## config.mk

```make
export PLATFORM = sky130hd
export DESIGN_NAME = core_result_collector_flat
export DESIGN_NICKNAME = d
export VERILOG_FILES = /design/src/rtl/core_result_collector_if.sv /design/src/rtl/core_result_collector.sv /design/src/flat_wrapper.sv
export SDC_FILE = /design/constraint.sdc
export NUM_CORES = 1
export LEC_CHECK = 0
export ABC_CLOCK_PERIOD_IN_PS = 5100
export CORE_ASPECT_RATIO = 0.9
export CORE_MARGIN = 2
export CORE_UTILIZATION = 49
export CTS_CLUSTER_DIAMETER = 100
export DETAILED_ROUTE_END_ITERATION = 8
export GPL_ROUTABILITY_DRIVEN = 0
export PLACE_DENSITY = 0.72
export REMOVE_ABC_BUFFERS = 1
export SYNTH_ARGS = -nofsm -noshare
export SYNTH_HDL_FRONTEND = slang
export SYNTH_SLANG_ARGS = --single-unit
```

## constraint.sdc

```tcl
create_clock -name clk -period 5.1 [get_ports clk]
set_input_delay 1.02 -clock clk [delete_from_list [all_inputs] [get_ports clk]]
set_output_delay 1.02 -clock clk [all_outputs]
set_load 0.01 [all_outputs]
```

## src/rtl/core_result_collector_if.sv

```systemverilog
// Run-control and result bus between the prime-search top level and the
// result collector. The master drives start/enable/strobes/results; the slave reports.
interface core_result_collector_if #(
  parameter int CORES    = 4,
  parameter int RESULT_W = 8,
  parameter int CYCLE_W  = 16,
  parameter int SUM_W    = 11,
  parameter int SEL_W    = 3
);
  logic                      start;
  logic [CORES-1:0]          core_enable;
  logic [CORES-1:0]          done_strobe;
  logic [CORES*RESULT_W-1:0] result;
  logic [SEL_W-1:0]          rd_sel;
  logic                      busy;
  logic                      all_done;
  logic                      timeout;
  logic [CORES-1:0]          done_vec;
  logic [CYCLE_W-1:0]        run_cycles;
  logic [SUM_W-1:0]          total_sum;
  logic                      sum_valid;
  logic [CYCLE_W-1:0]        rd_cycles;

  modport master (
    output start, core_enable, done_strobe, result, rd_sel,
    input  busy, all_done, timeout, done_vec, run_cycles, total_sum, sum_valid, rd_cycles
  );

  modport slave (
    input  start, core_enable, done_strobe, result, rd_sel,
    output busy, all_done, timeout, done_vec, run_cycles, total_sum, sum_valid, rd_cycles
  );
endinterface

```

## src/rtl/core_result_collector.sv

```systemverilog
// Completion monitor for the prime-search cores: detects each core's strobe
// falling edge, latches its result and finish cycle, and aggregates the run.
module core_result_collector #(
  parameter int CORES    = 4,
  parameter int RESULT_W = 8,
  parameter int CYCLE_W  = 16,
  parameter int SUM_W    = 11,
  parameter int SEL_W    = 3
) (
  input  logic                  clk,
  input  logic                  reset,
  core_result_collector_if.slave bus
);

  localparam logic [1:0] S_IDLE = 2'd0;
  localparam logic [1:0] S_RUN  = 2'd1;
  localparam logic [1:0] S_DONE = 2'd2;
  localparam logic [CYCLE_W-1:0] CYC_MAX = '1;

  logic [1:0]          state_q, state_d;
  logic [CORES-1:0]    en_q, en_d;
  logic [CORES-1:0]    done_vec_q, done_vec_d;
  logic [CORES-1:0]    prev_strobe_q, prev_strobe_d;
  logic [CORES-1:0]    cap;
  logic [CYCLE_W-1:0]  run_cycles_q, run_cycles_d, run_next;
  logic [RESULT_W-1:0] res_q [CORES];
  logic [RESULT_W-1:0] res_d [CORES];
  logic [CYCLE_W-1:0]  fin_q [CORES];
  logic [CYCLE_W-1:0]  fin_d [CORES];
  logic                timeout_q, timeout_d;
  logic                sum_valid_q, sum_valid_d;
  logic [SUM_W-1:0]    total_sum_q, total_sum_d;
  logic [CYCLE_W-1:0]  rd_cycles_c;

  always_comb begin
    state_d       = state_q;
    en_d          = en_q;
    done_vec_d    = done_vec_q;
    run_cycles_d  = run_cycles_q;
    res_d         = res_q;
    fin_d         = fin_q;
    timeout_d     = timeout_q;
    sum_valid_d   = sum_valid_q;
    // Sampled in every state so a strobe already low at start never reads as an edge.
    prev_strobe_d = bus.done_strobe;
    run_next      = run_cycles_q + CYCLE_W'(1);
    cap           = prev_strobe_q & ~bus.done_strobe & en_q & ~done_vec_q;

    case (state_q)
      S_RUN: begin
        run_cycles_d = run_next;
        done_vec_d   = done_vec_q | cap;
        for (int i = 0; i < CORES; i++) begin
          if (cap[i]) begin
            res_d[i] = bus.result[i*RESULT_W +: RESULT_W];
            fin_d[i] = run_next;
          end
        end
        // Completion takes priority over counter saturation on the same edge.
        if ((done_vec_d & en_q) == en_q) begin
          state_d = S_DONE;
        end else if (run_next == CYC_MAX) begin
          state_d   = S_DONE;
          timeout_d = 1'b1;
        end
      end
      default: begin
        if (state_q == S_DONE) sum_valid_d = 1'b1;
        if (bus.start) begin
          en_d         = bus.core_enable;
          done_vec_d   = '0;
          run_cycles_d = '0;
          res_d        = '{default: '0};
          fin_d        = '{default: '0};
          timeout_d    = 1'b0;
          sum_valid_d  = 1'b0;
          state_d      = (bus.core_enable == '0) ? S_DONE : S_RUN;
        end
      end
    endcase
  end

  always_comb begin
    total_sum_d = '0;
    for (int i = 0; i < CORES; i++) begin
      if (done_vec_q[i] && en_q[i]) total_sum_d = total_sum_d + SUM_W'(res_q[i]);
    end
  end

  always_comb begin
    rd_cycles_c = '0;
    for (int i = 0; i < CORES; i++) begin
      if (bus.rd_sel == SEL_W'(i)) rd_cycles_c = fin_q[i];
    end
  end

  always_ff @(posedge clk) begin
    if (!reset) begin
      state_q       <= S_IDLE;
      en_q          <= '0;
      done_vec_q    <= '0;
      prev_strobe_q <= '0;
      run_cycles_q  <= '0;
      res_q         <= '{default: '0};
      fin_q         <= '{default: '0};
      timeout_q     <= 1'b0;
      sum_valid_q   <= 1'b0;
      total_sum_q   <= '0;
    end else begin
      state_q       <= state_d;
      en_q          <= en_d;
      done_vec_q    <= done_vec_d;
      prev_strobe_q <= prev_strobe_d;
      run_cycles_q  <= run_cycles_d;
      res_q         <= res_d;
      fin_q         <= fin_d;
      timeout_q     <= timeout_d;
      sum_valid_q   <= sum_valid_d;
      total_sum_q   <= total_sum_d;
    end
  end

  assign bus.busy       = (state_q == S_RUN);
  assign bus.all_done   = (state_q == S_DONE);
  assign bus.timeout    = timeout_q;
  assign bus.done_vec   = done_vec_q;
  assign bus.run_cycles = run_cycles_q;
  assign bus.total_sum  = total_sum_q;
  assign bus.sum_valid  = sum_valid_q;
  assign bus.rd_cycles  = rd_cycles_c;

endmodule

```

## src/flat_wrapper.sv

```systemverilog
// flat-port wrapper written by rule: the top's interface ports become plain ports
module core_result_collector_flat 
#(
  parameter int CORES    = 4,
  parameter int RESULT_W = 8,
  parameter int CYCLE_W  = 16,
  parameter int SUM_W    = 11,
  parameter int SEL_W    = 3
)
  (clk, reset, bus_start, bus_core_enable, bus_done_strobe, bus_result, bus_rd_sel, bus_busy, bus_all_done, bus_timeout, bus_done_vec, bus_run_cycles, bus_total_sum, bus_sum_valid, bus_rd_cycles);
  core_result_collector_if #(.CORES(CORES), .RESULT_W(RESULT_W), .CYCLE_W(CYCLE_W), .SUM_W(SUM_W), .SEL_W(SEL_W)) bus_i ();
  input  logic clk;
  input  logic reset;
  input wire logic [$bits(bus_i.start)-1:0] bus_start;
  input wire logic [$bits(bus_i.core_enable)-1:0] bus_core_enable;
  input wire logic [$bits(bus_i.done_strobe)-1:0] bus_done_strobe;
  input wire logic [$bits(bus_i.result)-1:0] bus_result;
  input wire logic [$bits(bus_i.rd_sel)-1:0] bus_rd_sel;
  output wire logic [$bits(bus_i.busy)-1:0] bus_busy;
  output wire logic [$bits(bus_i.all_done)-1:0] bus_all_done;
  output wire logic [$bits(bus_i.timeout)-1:0] bus_timeout;
  output wire logic [$bits(bus_i.done_vec)-1:0] bus_done_vec;
  output wire logic [$bits(bus_i.run_cycles)-1:0] bus_run_cycles;
  output wire logic [$bits(bus_i.total_sum)-1:0] bus_total_sum;
  output wire logic [$bits(bus_i.sum_valid)-1:0] bus_sum_valid;
  output wire logic [$bits(bus_i.rd_cycles)-1:0] bus_rd_cycles;
  assign bus_i.start = bus_start;
  assign bus_i.core_enable = bus_core_enable;
  assign bus_i.done_strobe = bus_done_strobe;
  assign bus_i.result = bus_result;
  assign bus_i.rd_sel = bus_rd_sel;
  assign bus_busy = bus_i.busy;
  assign bus_all_done = bus_i.all_done;
  assign bus_timeout = bus_i.timeout;
  assign bus_done_vec = bus_i.done_vec;
  assign bus_run_cycles = bus_i.run_cycles;
  assign bus_total_sum = bus_i.total_sum;
  assign bus_sum_valid = bus_i.sum_valid;
  assign bus_rd_cycles = bus_i.rd_cycles;
  core_result_collector #(.CORES(CORES), .RESULT_W(RESULT_W), .CYCLE_W(CYCLE_W), .SUM_W(SUM_W), .SEL_W(SEL_W)) u_core (.clk(clk), .reset(reset), .bus(bus_i));
endmodule
```

== Word-level counts from Yosys, hierarchy flattened ==
Index checks and enable logic that the tools add are counted.
W data, S select, Z words.

* Output and inout bits: 51
* Bits in registers: 139
* Bits of input ports: 46
* Logic and storage cells: 93

* $add $sub $neg: 4
* Muxes and demuxes: 35
* Equality and inequality tests: 14
* Reductions and logical operators: 16
* Bitwise gates (word level): 8

{| class="wikitable"
|+ Operators with widths
! cell !! count
|-
| $mux W16 || 10
|-
| $mux W64 || 2
|-
| $mux W32 || 2
|-
| $mux W8 || 5
|-
| $mux W11 || 3
|-
| $add A11 B8 Y11 || 2
|-
| $add A16 B1 Y16 const B || 1
|-
| $and A4 B4 Y4 || 4
|-
| $eq A16 B16 Y1 const B || 1
|-
| $reduce_and A2 Y1 || 7
|-
| $mux W2 || 5
|-
| $ne A2 B1 Y1 const B || 5
|-
| $add A8 B8 Y9 || 1
|-
| $mux W4 || 2
|-
| $not A4 Y4 || 2
|-
| $eq A3 B2 Y1 const B || 2
|-
| $mux W1 || 6
|-
| $eq A4 B4 Y1 || 1
|-
| $logic_and A1 B1 Y1 || 4
|-
| $logic_not A4 Y1 || 1
|-
| $or A4 B4 Y4 || 1
|-
| $reduce_bool A2 Y1 || 2
|-
| $eq A3 B1 Y1 const B || 1
|-
| $logic_not A3 Y1 || 1
|-
| other kinds (6) || 6
|}

== Logic depth before layout (Yosys ltp) ==
Gate-level depths: netlist (run 1).

* Word-level depth: 9
* Mapped depth: 24

== Least setup slack after synthesis (run 1) ==
No wires, ideal clock.

* Path kind: register to register
* Start: register u_core.done_vec_q[0], in the netlist u_core.bus.done_vec[0]
* End: register u_core.total_sum_q[9], in the netlist u_core.bus.total_sum[9]
* Data required time: 4.968 ns
* Arrival: 4.130 ns
* Path slack: 0.838 ns
* Cell stages (with the launch flop): 24
* Setup time: 0.132 ns
* Path buffers: 0
* Path through: dfxtp_1 -> and2_1 -> nand2_1 -> inv_1 -> ha_1 -> inv_1 -> fa_1 -> nor2_1 -> a21oi_1 -> inv_1 -> ha_1 -> a211oi_1 -> o21bai_1 -> a21oi_1 -> xnor2_1 -> mux2_2 -> ha_1 -> nor3_1 -> o21ai_0 -> a31oi_1 -> a2bb2oi_1 -> nor3_1 -> o21ai_0 -> a21oi_1

* Word-level cells in the longest chain between the ends: 8

{| class="wikitable"
|+ RTL lines
! element !! line !! source
|-
| start: declaration || core_result_collector.sv:22 || <nowiki>logic [CORES-1:0] done_vec_q, done_vec_d;</nowiki>
|-
| start signal: assignment || core_result_collector.sv:112 || <nowiki>done_vec_q <= done_vec_d;</nowiki>
|-
| $logic_and A1 B1 Y1 (*) || core_result_collector.sv:86 || <nowiki>if (done_vec_q[i] && en_q[i]) total_sum_d = total_sum_d + SUM_W'(res_q[i]);</nowiki>
|-
| $mux W8 (*) || core_result_collector.sv:86 ||
|-
| $add A8 B8 Y9 || core_result_collector.sv:86 ||
|-
| $mux W11 (*) || core_result_collector.sv:86 ||
|-
| $add A11 B8 Y11 || core_result_collector.sv:86 ||
|-
| $mux W11 (*) || core_result_collector.sv:86 ||
|-
| $add A11 B8 Y11 || core_result_collector.sv:86 ||
|-
| $mux W11 (*) || core_result_collector.sv:86 ||
|-
| end signal: assignment || core_result_collector.sv:119 || <nowiki>total_sum_q <= total_sum_d;</nowiki>
|-
| end: declaration || core_result_collector.sv:32 || <nowiki>logic [SUM_W-1:0] total_sum_q, total_sum_d;</nowiki>
|}

Every way passes the cells marked *; elsewhere a longest branch is shown, timed or not.
A chain may end at the register's enable or synchronous reset.

== Final worst setup path (run 1) ==
* Start: register u_core.en_q[0]
* End: register u_core.total_sum_q[8], in the netlist u_core.bus.total_sum[8]

* Word-level cells in the longest chain between the ends: 8

{| class="wikitable"
|+ RTL lines
! element !! line !! source
|-
| start: declaration || core_result_collector.sv:21 || <nowiki>logic [CORES-1:0] en_q, en_d;</nowiki>
|-
| start signal: assignment || core_result_collector.sv:111 || <nowiki>en_q <= en_d;</nowiki>
|-
| $logic_and A1 B1 Y1 (*) || core_result_collector.sv:86 ||
|-
| $mux W8 (*) || core_result_collector.sv:86 ||
|-
| $add A8 B8 Y9 || core_result_collector.sv:86 ||
|-
| $mux W11 (*) || core_result_collector.sv:86 ||
|-
| $add A11 B8 Y11 || core_result_collector.sv:86 ||
|-
| $mux W11 (*) || core_result_collector.sv:86 ||
|-
| $add A11 B8 Y11 || core_result_collector.sv:86 ||
|-
| $mux W11 (*) || core_result_collector.sv:86 ||
|}

Marked as above.

==> results.md, run 1 <==
- CP required: 5.39 ns
- DRT Pass-1 Iters: 5
- Static Leak: 0.00327 µW
- Cell area after synthesis: 0.00720 mm²
- IO buf count: 96
- Setup crit end kind: flip-flop
- Clk buf depth: 2
- Global route overflow: 0
- Post-place instance area: 0.00826 mm²
- Post-Synth Adder-Cell Area: 5.33%
- Worst-path clk slew: 0.06 ns
- Maximum VDD drop: 0.235 mV
- Hold Crit Class: flip-flop to flip-flop
- Critical Path AT: 4.89 ns
- Synth Area in XOR/XNOR: 3.40%
- Leading area contributor after synthesis: dfxtp_1
- Final Max Slew Viols: 0
- DRC: 0
- Post-synth top cells: nor2_1 (155), dfxtp_1 (139), nand2_1 (80), a21oi_1 (69), nand3_1 (62)
- RSZ-0062 raised after global routing: false
- Placed wire-length estimate: 12700 µm
- Setup-failing EPs final: 0
- Top FF cell, synth: dfxtp_1
- Vias after detailed routing: 6624
- FMAX: 218 MHz
- Largest family of logic cells by synthesized area: simple AND/OR/NAND/NOR gates
- Gr usage total: 24.6%
- Largest net degree at the start of global routing: 103
- Max cap viols: 0
- ANT cells: 0
- Setup WS post-layout: 0.503 ns
- Initial antenna violation count: 0
- Clock Skew: 0.00958 ns
- Num CTS Buffers: 17
- Top cells by area, synth: dfxtp_1 (39%), nor2_1 (8.1%), a31oi_1 (5.2%), mux4_2 (5.0%), a21oi_1 (4.8%)
- Vias per inst: 5.71
- Initial Utilization: 49.5%
- WS Path Type: flip-flop to flip-flop
- Final hold violation count: 0
- Post-synth top area share: 38.6%
- Crit start category: flip-flop
- Chip width: 132 µm
- Post-synth EDFFs: 0
- Clk_lat worst skew: 0.42 ns
- Routed Antenna Nets: 0
- Mux contribution to synthesized area: 6.15%
- NumNets Final: 1024
- Power per Cell Area: 292 mW/mm²
- Cell variety after synth: 59
- Max-slew headroom: 25.0%
- Setup slack at placement: 0.413 ns
- Final cell utilization of the core: 61.0%
- Global-route wire length before repair: 31000 µm
- Root Buffer: clkbuf_16
- Syn_area_per_cell: 8.11 µm²
- Sequential fraction of the synthesis area: 38.6%
- Die area: 0.0157 mm²
- Ys Warns: 0
- Status: finished, final reports clean
- Total power: 2590 µW
- Routed len/inst: 16.4 µm
- Compound-Gate Fraction of Synth Area: 17.6%
- I/O pin count: 97
- Fill cells: 1329
- CTS sink cnt: 139
- Yosys reg bits: 139
- Sum Neg Setup Slack: 0 ns
- Critical Path Fanout Max: 10
- Area Growth Syn to Fin: 23.2%
- Routed WL: 19000 µm
- Synth async-reset ratio: 0%
- Count leader, synth: nor2_1
- CTS tree: yes
- Period utilisation layout: 90.1%
- First DRT Iteration DRCs: 590
- Rows: 42
- Post-synthesis simple-gate area fraction: 24.4%
- Worst slew pin tran: 1.12 ns
- Depth of the CTS H-tree: 4
- Min cycle time layout: 4.60 ns
- Final instance area: 0.00887 mm²
- Vias in the first global route: 6047
- Post-Syn Instances: 888
- Total core area: 0.0146 mm²
- Die height: 119 µm
- R2R setup slack: 0.50 ns
- Share of cells above drive strength 1: 8.41%
==> power by group <==
| group | total [µW] | leakage, µW | internal (µW) | switching, µW |
|---|---|---|---|---|
| sequential | 1120 | 0.00112 | 1100 | 16.4 |
| clock | 1240 | 0.000279 | 749 | 490 |
| combinational | 236 | 0.00187 | 82.9 | 153 |
==> state kept, by name (all words and copies together) (netlist names), 2 cells and up <==
name                   cells
u_core.bus.done_vec        4
u_core.bus.run_cycles     16
u_core.bus.total_sum      11
u_core.en_q                4
u_core.fin_q              64
u_core.prev_strobe_q       4
u_core.res_q              32
u_core.state_q             2
==> cells in the final DEF, fill, tap and decap left out, drive strengths merged, types with 8 or more instances in the layout <==
master and instances:
nand2b 11, nor2 157, ha 25, inv 20, a21o 10, xor2 12, clkbuf 20, a31oi 60
xnor2 16, dfxtp 139, nor2b 19, and3 10, clkdlybuf4s50 96, o21ai 24, a211oi 8, nand2 80
and2 8, nand3 62, mux4 16, buf 9, a21oi 69, o21a 11
==> area by class of cell <==
type                            count  area, µm²  area share [%]
Tap cell                          198        248            2.79
Inverter                           19       72.6           0.818
Sequential cell                   139       2780            31.4
Clock buffer                       20        457            5.15
Timing Repair Buffer              105       1040            11.7
Clock inverter                     12        139            1.57
Multi-Input combinational cell    668       4130            46.6
==> per-layer routing <==
metal | vias up | wire [µm] | GRT usage, %
met3 | 22 | 1300 | 5.36
met4 | 0 | 207 | 6.39
li1 | 3244 | - | -
met1 | 3131 | 8990 | 35.4
met2 | 227 | 8490 | 37.4
met5 | - | 0 | 0
==> path summary, 6_finish.rpt <==
path,cells past startpoint,endpoint,from
setup reg to reg,20,u_core.bus.total_sum[8],u_core.en_q[0]
setup / recovery,20,u_core.bus.total_sum[8],u_core.en_q[0]
hold reg to reg,2,u_core.fin_q[59],u_core.fin_q[59]
hold / removal,2,u_core.fin_q[59],u_core.fin_q[59]
==> through the flow <==
step | hold slack, ns | instances
after CTS | 0.467 | 1161
after detailed placement | 0.458 | 1129
final | 0.465 | 1161
after floorplan | 0.442 | 826
after global placement | 0.455 | 1129
after global routing | 0.490 | 1161
==> what timing repair did <==
action                                  CTS  global route
setup buffers                             0             0
gates resized for setup                   0             4
hold buffers                              0             0
endpoints found under the setup margin    0             1
==> worst max-delay path, cell delays in order (launching register included) <==
cell and delay (ns):
dfxtp_1 0.46, and3_1 0.28, ha_1 0.25, a21o_1 0.19, a21o_1 0.21, maj3_2 0.32, a211oi_1 0.24, o31ai_1 0.13
ha_1 0.26, or2_2 0.29, or2_2 0.31, a21oi_1 0.16, xnor2_1 0.08, nand2_1 0.08, nand3_1 0.09, ha_1 0.33
o21ai_0 0.10, a21oi_1 0.30, xor2_1 0.20, xnor2_1 0.13, nor2_1 0.05
==> cell families (layout without fill, tap and decap cells) <==
family | count (synthesis) | in the layout
AND/OR/NAND/NOR | 381 | 381
AO/OA/AOI/OAI | 206 | 206
flip-flops | 139 | 139
buffers and inverters | 81 | 156
adder cells (fa/ha/maj) | 29 | 29
XOR/XNOR | 28 | 28
multiplexers | 24 | 24
Power figures use the tool's default switching activity.
==> inputs of run 2 (changes only) <==
--- a/config.mk
+++ b/config.mk
@@ -5,14 +5,15 @@
 export SDC_FILE = /design/constraint.sdc
 export NUM_CORES = 1
 export LEC_CHECK = 0
-export ABC_CLOCK_PERIOD_IN_PS = 5100
+export ABC_CLOCK_PERIOD_IN_PS = 4000
 export CORE_ASPECT_RATIO = 0.9
 export CORE_MARGIN = 2
 export CORE_UTILIZATION = 49
 export CTS_CLUSTER_DIAMETER = 100
+export CTS_CLUSTER_SIZE = 25
 export DETAILED_ROUTE_END_ITERATION = 8
 export GPL_ROUTABILITY_DRIVEN = 0
-export PLACE_DENSITY = 0.72
+export PLACE_DENSITY = 0.75
 export REMOVE_ABC_BUFFERS = 1
 export SYNTH_ARGS = -nofsm -noshare
 export SYNTH_HDL_FRONTEND = slang
==> constraint.sdc (replaced) <==
create_clock -name clk -period 4 [get_ports clk]
set_input_delay 0.8 -clock clk [delete_from_list [all_inputs] [get_ports clk]]
set_output_delay 0.8 -clock clk [all_outputs]
set_load 0.01 [all_outputs]
==> results.md, run 2 (synthesis gave the netlist of run 1 again) <==
- Placed wire-length estimate: 13300 µm
- Critical-path top delay cell: dfxtp_1
- Crit start category: flip-flop
- Clock Skew: 0.0127 ns
- Area Growth Syn to Fin: 33.7%
- Violated checks: negative setup slack
- CTS sink cnt: 139
- Worst-path clk slew: 0.06 ns
- Depth of the CTS H-tree: 4
- Routed len/inst: 17.3 µm
- Max-slew headroom: 35.2%
- Final cell utilization of the core: 66.2%
- NumNets Final: 1089
- Chip width: 132 µm
- Clk buf depth: 2
- Die area: 0.0157 mm²
- Static Leak: 0.00362 µW
- Max cap viols: 0
- Clk_lat worst skew: 0.43 ns
- Critical Path Fanout Max: 4
- RSZ-0062 raised after global routing: true
- Seq. cell area: 0.00279 mm²
- CP Cell Sequence: and3_4 -> ha_1 -> a21o_1 -> a21o_1 -> xor2_1 -> nand2_1 -> xnor2_2 -> ha_4 -> o21ai_0 -> o21bai_1 -> a21oi_2 -> xnor2_1 -> mux2_2 -> ha_1 -> buf_4 -> o21a_1 -> o31ai_4 -> a21oi_2 -> xor2_1 -> xnor2_1 -> nor2_1
- Max reg flops: 64
- Initial antenna violation count: 0
- ANT cells: 0
- Status: finished, violations left
- Vias in the first global route: 6845
- Maximum VDD drop: 0.306 mV
- Initial Utilization: 49.5%
- Setup-failing EPs final: 5
- Hold Crit Class: flip-flop to flip-flop
- Global route overflow: 0
- IO buf count: 96
- Num CTS Buffers: 17
- CTS tree: yes
- Setup WS post-layout: -0.279 ns
- Share of cells above drive strength 1: 17.5%
- Worst slew pin tran: 0.968 ns
- WS Path Type: flip-flop to flip-flop
- Critical Path Max Stage Delay: 0.32 ns
- Commonest non-fill, non-tap cell in the layout: nor2_1
- Period utilisation layout: 107%
- Routed WL: 21200 µm
- Critical Path AT: 4.55 ns
- Total core area: 0.0146 mm²
- DRT Pass-1 Iters: 5
- Sum Neg Setup Slack: -0.803 ns
- DRC: 0
- Die height: 119 µm
- Global-route wire length before repair: 34400 µm
- Final Max Slew Viols: 0
- Fill cells: 1168
- Power per Cell Area: 356 mW/mm²
- Setup crit end kind: flip-flop
- FMAX: 234 MHz
- CP required: 4.27 ns
- Root Buffer: clkbuf_16
- Largest net degree at the start of global routing: 91
- I/O pin count: 97
- Vias after detailed routing: 7168
- Dpl cells: 1172
- First DRT Iteration DRCs: 685
- Multi-input gate area: 0.00436 mm²
- Gr usage total: 27.4%
- Largest register by flop count: u_core.fin_q
- Post-CTS Hold Fix Bufs: 0
- Rows: 42
- Min cycle time layout: 4.28 ns
- Non-filler instance count after layout: 1226
- Most frequent cells in the layout: nor2_1 (154), dfxtp_1 (137), clkdlybuf4s50_1 (96), nand2_1 (78), buf_4 (73)
- Vias per inst: 5.85
- Final hold violation count: 0
- Routed Antenna Nets: 0
[run 2: cell types whose count changed in the layout (fill, tap and decap cells not counted), moves of 4 or more]
| cell | change |
|---|---|
| buf_4 | +65 |
| o21ai_0 | -9 |
| ha_1 | -7 |
| o21ai_1 | +7 |
| ha_4 | +6 |
| clkinvlp_4 | -4 |
[run 2: layout make-up]
cell class,count,area share [%]
multi-input cells,668,45.3
flip-flops and latches,139,28.9
repair buffers,170,15.9
clock buffers,19,4.60
well taps,198,2.57
clock inverters,13,1.98
inverters,19,0.754
[run 2: per-layer routing]
| layer | up-vias | routed length (µm) | GRT usage, % |
|---|---|---|---|
| met2 | 311 | 10100 | 44.9 |
| li1 | 3375 | - | - |
| met1 | 3427 | 8820 | 34.8 |
| met5 | - | 0 | 0 |
| met3 | 55 | 1710 | 7.02 |
| met4 | 0 | 507 | 10.6 |
[run 2: through the flow]
step / hold WS, ns / total power, µW / setup slack, ns / cell area, µm²
after floorplan: 0.442 / 1600 / -0.330 / 6960
after global routing: 0.483 / 3530 / -0.520 / 9630
after detailed placement: 0.458 / 1760 / -0.336 / 8580
final: 0.467 / 3430 / -0.279 / 9630
after global placement: 0.452 / 1760 / -0.175 / 8580
after CTS: 0.466 / 3430 / -0.135 / 9540
[run 2: where the power goes]
part	total [µW]	switching, µW	leakage (µW)	internal, µW
clock network	1700	630	0.000313	1070
logic	313	200	0.00219	113
registers	1420	19.4	0.00112	1400
[run 2: final timing paths]
kind	depth (start not counted)	endpoint	slack, ns	start
setup / recovery	21	u_core.bus.total_sum[8]	-0.28	u_core.res_q[25]
hold / removal	2	u_core.state_q[1]	0.47	u_core.state_q[1]
setup reg to reg	21	u_core.bus.total_sum[8]	-0.28	u_core.res_q[25]
hold reg to reg	2	u_core.state_q[1]	0.47	u_core.state_q[1]
[run 2: repair_timing]
action / CTS / global route
buffers inserted: 17 / 5
endpoints found under the setup margin: 5 / 7
resized for setup: 45 / 11
pin swaps: 26 / 12
[run 2: worst max-delay path, delay by kind of cell (launching register included)]
family                   cells  cell delay, ns
flip-flops                   1            0.32
adder cells (fa/ha/maj)      3            0.88
XOR/XNOR                     5            0.79
multiplexers                 1            0.28
AO/OA/AOI/OAI                8            1.33
AND/OR/NAND/NOR              3            0.36
buffers and inverters        1            0.14
==> inputs of run 3 (changes only) <==
--- a/config.mk
+++ b/config.mk
@@ -15,6 +15,7 @@
 export GPL_ROUTABILITY_DRIVEN = 0
 export PLACE_DENSITY = 0.75
 export REMOVE_ABC_BUFFERS = 1
+export SETUP_SLACK_MARGIN = 0.2
 export SYNTH_ARGS = -nofsm -noshare
 export SYNTH_HDL_FRONTEND = slang
 export SYNTH_SLANG_ARGS = --single-unit
==> results.md, run 3 (synthesis gave the netlist of run 1 again) <==
- Critical Path AT: 4.69 ns
- Max cap viols: 0
- Worst slew pin tran: 0.990 ns
- Worst-path clk slew: 0.06 ns
- Hold Path End: u_core.res_q[31]
- Routing usage on met1: 35.2%
- Min cycle time layout: 4.42 ns
- Max reg flops: 64
- Root Buffer: clkbuf_16
- Final hold violation count: 0
- Most used cell, CP: xnor2_1
- Area Growth Syn to Fin: 35.7%
- First DRT Iteration DRCs: 742
- Setup-failing EPs final: 6
- DRT Pass-1 Iters: 6
- Critical Path Fanout Max: 3
- Setup crit end kind: flip-flop
- Chip width: 132 µm
- WS Path Type: flip-flop to flip-flop
- Vias in the first global route: 6879
- CTS sink cnt: 139
- Gr usage total: 27.7%
- M2 GR Usage: 45.5%
- Largest register by flop count: u_core.fin_q
- R2R depth: 24
- Violated checks: negative setup slack
- CTS tree: yes
- Hold Path Depth: 2
- Initial Utilization: 49.5%
- Routed Antenna Nets: 0
- Most frequent cells in the layout: nor2_1 (153), dfxtp_1 (137), clkdlybuf4s50_1 (96), nand2_1 (78), buf_4 (66)
- Critical-path top delay cell: fa_2
- Vias after detailed routing: 7231
- Clk_lat worst skew: 0.43 ns
- I/O pin count: 97
- ANT cells: 0
- Clk buf depth: 2
- Worst hold start: u_core.res_q[31]
- GR Util met3: 6.64%
- CP Cell Sequence: and2_4 -> nand2_2 -> inv_2 -> ha_4 -> inv_2 -> fa_2 -> nor2b_4 -> o21ai_2 -> nand2_1 -> xnor2_1 -> o21ai_1 -> ha_1 -> buf_4 -> a21oi_2 -> xnor2_1 -> mux2_2 -> ha_1 -> buf_4 -> o21a_1 -> o31ai_4 -> a21oi_2 -> xor2_1 -> xnor2_1 -> nor2_1
- IO buf count: 96
- Global route overflow: 0
- Share of cells above drive strength 1: 18.6%
- Hold_ws: 0.466 ns
- Placed wire-length estimate: 13300 µm
- Rows: 42
- Final Max Slew Viols: 0
- RSZ-0062 raised after global routing: true
- R2R setup slack: -0.42 ns
- DRC: 0
- Maximum VDD drop: 0.305 mV
- Sum Neg Setup Slack: -1.73 ns
- Power per Cell Area: 351 mW/mm²
- Routed len/inst: 17.8 µm
- Hold Crit Class: flip-flop to flip-flop
- Die height: 119 µm
- Largest net degree at the start of global routing: 91
- Depth of the CTS H-tree: 4
- Static Leak: 0.00366 µW
- NumNets Final: 1093
- Critical Path Max Stage Delay: 0.37 ns
- R2r endpoint: u_core.bus.total_sum[8]
- Routed WL: 21900 µm
- Num CTS Buffers: 17
- Crit start category: flip-flop
- Fill cells: 1147
- FMAX: 226 MHz
- Setup WS post-layout: -0.422 ns
- Die area: 0.0157 mm²
- Vias per inst: 5.88
- Status: finished, violations left
- Initial antenna violation count: 0
- Max-slew headroom: 33.7%
- CP required: 4.27 ns
- R2r startpoint: u_core.en_q[0]
- Global-route wire length before repair: 34800 µm
- Period utilisation layout: 111%
- Post-CTS Hold Fix Bufs: 0
- Commonest non-fill, non-tap cell in the layout: nor2_1
- Clock Skew: 0.0133 ns
- Final cell utilization of the core: 67.1%
- Setup slack at placement: -0.336 ns
- Total core area: 0.0146 mm²
- Most used routing layer: met2
[run 3: what timing repair did]
action	CTS	global route
pin swaps	27	9
endpoints found under the setup margin	7	8
hold endpoints to repair	0	0
setup buffers	18	8
gates resized for setup	52	29
[run 3: worst max-delay path by stage]
stage / start / endpoint / slack [ns] / cells past startpoint
CTS: u_core.en_q[0] / u_core.bus.total_sum[8] / -0.14 / 24
global placement: u_core.bus.done_vec[0] / u_core.bus.total_sum[9] / -0.18 / 23
detailed placement: u_core.en_q[0] / u_core.bus.total_sum[8] / -0.34 / 24
floorplan: u_core.bus.done_vec[0] / u_core.bus.total_sum[9] / -0.33 / 23
finish: u_core.en_q[0] / u_core.bus.total_sum[8] / -0.42 / 24
global route: u_core.en_q[0] / u_core.bus.total_sum[8] / -0.63 / 24
[run 3: where the power goes]
part / internal (µW) / switching, µW / leakage [µW]
clock network: 1070 / 632 / 0.000313
registers: 1400 / 19.5 / 0.00112
logic: 113 / 200 / 0.00223
total: 2580 / 852 / 0.00366
[run 3: layer usage]
| layer | up-vias | wire (µm) |
|---|---|---|
| met5 | - | 0 |
| met4 | 0 | 641 |
| met3 | 71 | 1690 |
| met2 | 343 | 10400 |
| met1 | 3440 | 9140 |
| li1 | 3377 | - |
[run 3: cell type report]
class                      instances  area (µm²)  area share, %
tap                              198         248           2.54
inverter                          19        72.6          0.743
clock inverter                    13         190           1.95
clock buffer                      19         443           4.53
multi-input combinational        668        4430           45.4
sequential                       139        2790           28.5
timing repair buffer             174        1600           16.4
[run 3: worst max-delay path: cells and delay by family, from the launching register on]
kind	cells	cell delay (ns)
simple gates	5	0.59
fa+ha+maj	4	1.13
mux	1	0.32
compound gates	6	0.87
xor+xnor	4	0.59
flops	1	0.34
buf+inv	4	0.40
[run 3: metrics by stage]
step	instance area [µm²]	power [µW]	std cells
after global routing	9770	3530	1230
after detailed placement	8580	1760	1172
final	9770	3430	1230
after floorplan	6960	1600	826
after global placement	8580	1760	1172
after CTS	9580	3430	1222
